## src/rtl/risc_pkg.sv

```systemverilog
// Shared RV32I definitions: opcode constants used by the loader's opcode filter
// and the core's main decoder, plus the imem loader state encoding.
package risc_pkg;

  localparam logic [6:0] OP_LOAD   = 7'b0000011;
  localparam logic [6:0] OP_STORE  = 7'b0100011;
  localparam logic [6:0] OP_RTYPE  = 7'b0110011;
  localparam logic [6:0] OP_ITYPE  = 7'b0010011;
  localparam logic [6:0] OP_BRANCH = 7'b1100011;
  localparam logic [6:0] OP_JAL    = 7'b1101111;

  typedef enum logic [2:0] {
    LD_IDLE,
    LD_RECV,
    LD_WRITE,
    LD_DONE,
    LD_ERR
  } ld_state_e;

  // True for the opcodes the core's main decoder implements.
  function automatic logic opcode_legal(input logic [6:0] op);
    logic ok;
    case (op)
      OP_LOAD, OP_STORE, OP_RTYPE, OP_ITYPE, OP_BRANCH, OP_JAL: ok = 1'b1;
      default:                                                   ok = 1'b0;
    endcase
    return ok;
  endfunction

endpackage

```

## src/rtl/risc_word_packer.sv

```systemverilog
// Packs four consecutive bytes little-endian into one 32-bit word;
// word_valid flags the cycle in which the fourth byte is accepted.
module risc_word_packer (
  input  logic        clk,
  input  logic        rst_n,
  input  logic        clear,
  input  logic        byte_en,
  input  logic [7:0]  byte_in,
  output logic [31:0] word,
  output logic [1:0]  byte_idx,
  output logic        word_valid
);

  logic [31:0] word_q;
  logic [1:0]  idx_q;

  // NOTE: sequential state uses non-blocking assignments so every register
  // samples the pre-edge values of its neighbours, whatever the block order.
  always_ff @(posedge clk or negedge rst_n) begin
    if (!rst_n) begin
      word_q <= '0;
      idx_q  <= '0;
    end else if (clear) begin
      word_q <= '0;
      idx_q  <= '0;
    end else if (byte_en) begin
      word_q[{idx_q, 3'b000} +: 8] <= byte_in;
      idx_q                        <= idx_q + 2'd1;
    end
  end

  assign word       = word_q;
  assign byte_idx   = idx_q;
  assign word_valid = byte_en && (idx_q == 2'd3);

endmodule

```

## src/rtl/risc_imem_loader.sv

```systemverilog
// Instruction-memory loader: byte stream -> packed RV32I words -> sequential imem writes,
// holding the core in reset until loaded. Optional opcode filter: RISC_OPCODE_CHECK_EN.
module risc_imem_loader
  import risc_pkg::*;
#(
  parameter int ADDR_W = 8
) (
  input  logic              clk,
  input  logic              rst_n,
  input  logic              start,
  input  logic [ADDR_W:0]   len_words,
  input  logic              s_valid,
  input  logic [7:0]        s_data,
  output logic              s_ready,
  output logic              imem_we,
  output logic [ADDR_W-1:0] imem_addr,
  output logic [31:0]       imem_wdata,
  output logic              core_rst_n,
  output logic              busy,
  output logic              done,
  output logic              err,
  output logic [ADDR_W:0]   word_cnt
);

  localparam logic [ADDR_W:0] CAPACITY = {1'b1, {ADDR_W{1'b0}}};

  ld_state_e       state_q, state_d;
  logic [ADDR_W:0] len_q;
  logic [ADDR_W:0] cnt_q;
  logic [ADDR_W:0] cnt_next;
  logic            core_rst_n_q;
  logic            load_start;
  logic            cnt_inc;
  logic            byte_fire;
  logic            op_ok;
  logic [31:0]     pack_word;
  logic [1:0]      pack_idx;
  logic            pack_valid;

  // Kept outside the FSM process so the packer's word_valid feedback is not a comb loop.
  assign byte_fire = s_valid && (state_q == LD_RECV);
  assign cnt_next  = cnt_q + 1'b1;

  risc_word_packer u_packer (
    .clk        (clk),
    .rst_n      (rst_n),
    .clear      (load_start),
    .byte_en    (byte_fire),
    .byte_in    (s_data),
    .word       (pack_word),
    .byte_idx   (pack_idx),
    .word_valid (pack_valid)
  );

`ifdef RISC_OPCODE_CHECK_EN
  assign op_ok = opcode_legal(pack_word[6:0]);
`else
  assign op_ok = 1'b1;
`endif

  // NOTE: every output of this process gets a default first so no path leaves
  // a variable unassigned, which would otherwise infer a latch.
  always_comb begin
    state_d    = state_q;
    load_start = 1'b0;
    cnt_inc    = 1'b0;
    case (state_q)
      LD_IDLE, LD_DONE, LD_ERR: begin
        if (start) begin
          load_start = 1'b1;
          if (len_words == '0)          state_d = LD_DONE;
          else if (len_words > CAPACITY) state_d = LD_ERR;
          else                          state_d = LD_RECV;
        end
      end
      LD_RECV: begin
        if (pack_valid) state_d = LD_WRITE;
      end
      LD_WRITE: begin
        if (op_ok) begin
          cnt_inc = 1'b1;
          state_d = (cnt_next == len_q) ? LD_DONE : LD_RECV;
        end else begin
          state_d = LD_ERR;
        end
      end
      default: state_d = LD_IDLE;
    endcase
  end

  always_ff @(posedge clk or negedge rst_n) begin
    if (!rst_n) begin
      state_q      <= LD_IDLE;
      len_q        <= '0;
      cnt_q        <= '0;
      core_rst_n_q <= 1'b0;
    end else begin
      state_q <= state_d;
      if (load_start) begin
        len_q <= len_words;
        cnt_q <= '0;
      end else if (cnt_inc) begin
        cnt_q <= cnt_next;
      end
      // Registered from the next state so core reset releases exactly on DONE entry
      // and reasserts on the edge that leaves DONE, with no decode glitches.
      core_rst_n_q <= (state_d == LD_DONE);
    end
  end

  assign s_ready    = (state_q == LD_RECV);
  assign imem_we    = (state_q == LD_WRITE) && op_ok;
  assign imem_addr  = cnt_q[ADDR_W-1:0];
  assign imem_wdata = pack_word;
  assign core_rst_n = core_rst_n_q;
  assign busy       = (state_q == LD_RECV) || (state_q == LD_WRITE);
  assign done       = (state_q == LD_DONE);
  assign err        = (state_q == LD_ERR);
  assign word_cnt   = cnt_q;

endmodule

```

## config.mk

```make
export PLATFORM = sky130hd
export DESIGN_NAME = risc_imem_loader
export DESIGN_NICKNAME = d
export VERILOG_FILES = /design/src/rtl/risc_pkg.sv /design/src/rtl/risc_word_packer.sv /design/src/rtl/risc_imem_loader.sv
export SDC_FILE = /design/constraint.sdc
export NUM_CORES = 1
export LEC_CHECK = 0
export ABC_AREA = 1
export BUFFER_PORTS_ARGS = -buffer_cell sky130_fd_sc_hd__buf_2
export CORE_UTILIZATION = 56
export DETAILED_ROUTE_END_ITERATION = 8
export GPL_TIMING_DRIVEN = 0
export PLACE_DENSITY = 0.91
export SYNTH_ARGS = -nofsm -noshare
export SYNTH_HDL_FRONTEND = slang
export SYNTH_SLANG_ARGS = --single-unit
```

## constraint.sdc

```tcl
create_clock -name clk -period 3.55 [get_ports clk]
set_input_delay 0.355 -clock clk [delete_from_list [all_inputs] [get_ports clk]]
set_output_delay 0.355 -clock clk [all_outputs]
set_load 0.01 [all_outputs]
```

==> metrics.cfg <==
[global_route]
grt_pass1_vias = 2444
antenna_found_initial = 0
gr-total-overflow = 0
grt_pass1_wl_um = 10700
grt_start_max_net_pins = 57
grtUsageTotal_pct = 26.6

[floorplanning]
die_w_um = 72.8
start_util_pct = 58.7
rows = 25
die_h_um = 72.8
die-area_sq_um = 5300
ioPinCount = 76
core_region_area_sq_um = 4790

[setup_path]
required_ns = 3.19
worstSetupStartpointType = register
critPathKind = register to primary output
worstPathCellList = inv_1, nand2_1, nor2_1, inv_1, nand2_1, buf_2
crit_family = simple AND/OR/NAND/NOR gates
cp_slowest_cell = dfrtp_1
crit_path_end_kind = primary output
r2r-start = u_packer.byte_idx[0]
path_buf_inv = 3
rr_worst_depth = 6
max_stage_delay_ns = 0.39
path_max_fanout = 8
reg2reg_to = u_packer.word[19]
r2r_slack_ns = 1.65
critPathArrivalTime_ns = 1.84

[yosys]
synth.top_cell.area_share_pct = 49.9
yosys.area.top_type = dfrtp_1
async_flop_share_pct = 100
synth_cell_types = 26
synth_warnings = 0
synth_cells = 345
syn_avg_cell_area_sq_um = 8.14
ys_seq_area_share_pct = 49.9
synthTopCellsByArea = dfrtp_1 50%, nand2_1 12%, inv_1 8.3%
ys.flop_type = dfrtp_1
synth-seq-cells = 56
synth_enable_flop_cells = 0
syn_area_sq_um = 2810
syn_nets = 372

[route]
met3_length_um = 342
drtPass1Iterations = 4
viasPerCell = 5.12
wl_met2_um = 3280
highest_layer = met4
wire_per_inst_um = 13.1
drt-met1-wl_um = 2760
drc = 0
ant_nets = 0
first_iter_violations = 190
vias = 2535
wirelength_um = 6490

[sta]
fin_tns_setup_ns = 0
worst_pin_slew_ns = 1.19
final_hold_viol_count = 0
fin_crit_ns = 2.20
fin_skew_ns = 0.00949
max_freq_mhz = 455
finalCritPeriodShare_pct = 61.9
maxSlewHeadroom_pct = 21.0
setup_viol = 0
maxSlewViolCount = 0
rsz0062_at_grt = no

[clock_tree]
clk_latency_ns = 0.32
cts_buffers = 5
cts_resized = 0
clockBufferDepth = 2
cts_sinks = 56
path_clk_slew_ns = 0.10
postCtsSetupRepairBufs = 0
cts_tree = done
clock_tree.root_cell = clkbuf_8
hold_buffers = 0
htreeDepth = 2

[cells_and_area]
nNetsFinal = 454
antenna_cells = 0
final_cell_mix = 89 x nand2_1, 76 x buf_2, 62 x inv_1
drive_gt1_share_pct = 24.5
area_growth_pct = 19.6
final_cell_area_sq_um = 3360
layout_commonest_cell = nand2_1
finish.utilization_pct = 70.2

[run_status]
status = finished clean

[place]
place_congestion = 0.865
hpwl_um = 4880
port_buffers = 75
place_area_sq_um = 3270

[power]
p_leak_uw = 0.00190
irDropWorstVdd_v = 0.000412
powerDensity_nw_per_um2 = 642

[job]
cap_viol_max_count = 0

[hold_path]
hp-class = input port to asynchronous set/reset pin

worst register-to-register path: stages, from the launching register on:
cell and delay (ns):
dfrtp_1 0.50, inv_1 0.14, ha_1 0.37, inv_1 0.10, nor2_1 0.09, nand4_1 0.32, o22ai_1 0.29
kinds of logic (layout without fill, tap and decap cells):
family / after synthesis / count (layout) / share of synthesized area [%]
compound gates: 63 / 63 / 14.2
xor+xnor: 1 / 1 / 0.312
fa+ha+maj: 6 / 6 / 2.67
buf+inv: 78 / 161 / 11.8
flops: 56 / 56 / 49.9
simple gates: 141 / 141 / 21.2
report_power, final:
| group | switching, uW | internal [uW] |
|---|---|---|
| Clock | 217 | 142 |
| Combinational | 582 | 319 |
| Sequential | 116 | 781 |
flip-flops by register name, indices dropped and copies added (netlist names):
| signal | count |
|---|---|
| u_packer.word | 32 |
| state_q | 3 |
| word_cnt | 9 |
| core_rst_n | 1 |
| len_q | 9 |
| u_packer.byte_idx | 2 |
layer usage:
metal,vias up,track usage (%)
met3,10,6.35
met4,0,10.2
met5,-,0
met2,81,46.0
li1,1262,-
met1,1182,32.2
Yosys cell counts, types with 4 or more instances:
library cell,n
inv_1,62
nor2_1,25
nand3_1,15
inv_2,4
dfrtp_1,56
ha_1,6
buf_4,10
o22ai_1,15
o31ai_1,12
nand4_1,5
a21oi_1,4
nand2_1,89
o21ai_0,23
per-stage QoR:
stage	instances	total power [uW]	setup slack, ns	hold slack [ns]
finish	495	2160	1.35	0.272
detailed placement	487	1800	1.71	0.463
global route	495	2320	1.21	0.307
floorplan	345	1500	2.03	0.0594
global placement	487	1760	1.76	0.460
CTS	495	2160	1.40	0.305
layout make-up:
type                            instances  area (sq um)
Clock inverter                          3          22.5
Timing Repair Buffer                   75           375
Sequential cell                        56          1400
Inverter                               66           248
Buffer                                 12          83.8
Clock buffer                            5          68.8
Multi-Input combinational cell        211          1080
Fill cell                             387          1430
Tap cell                               67          83.8
worst max path at each step:
stage | endpoint | start | slack [ns] | cells past startpoint
5_1_grt | busy | state_q[2] | 1.21 | 6
4_1_cts | busy | state_q[2] | 1.40 | 6
3_5_place_dp | u_packer.word[19] | u_packer.byte_idx[0] | 1.71 | 6
2_1_floorplan | busy | state_q[2] | 2.03 | 5
6_report | busy | state_q[2] | 1.35 | 6
3_3_place_gp | u_packer.word[22] | u_packer.byte_idx[0] | 1.76 | 6
Power figures use the tool's default switching activity.
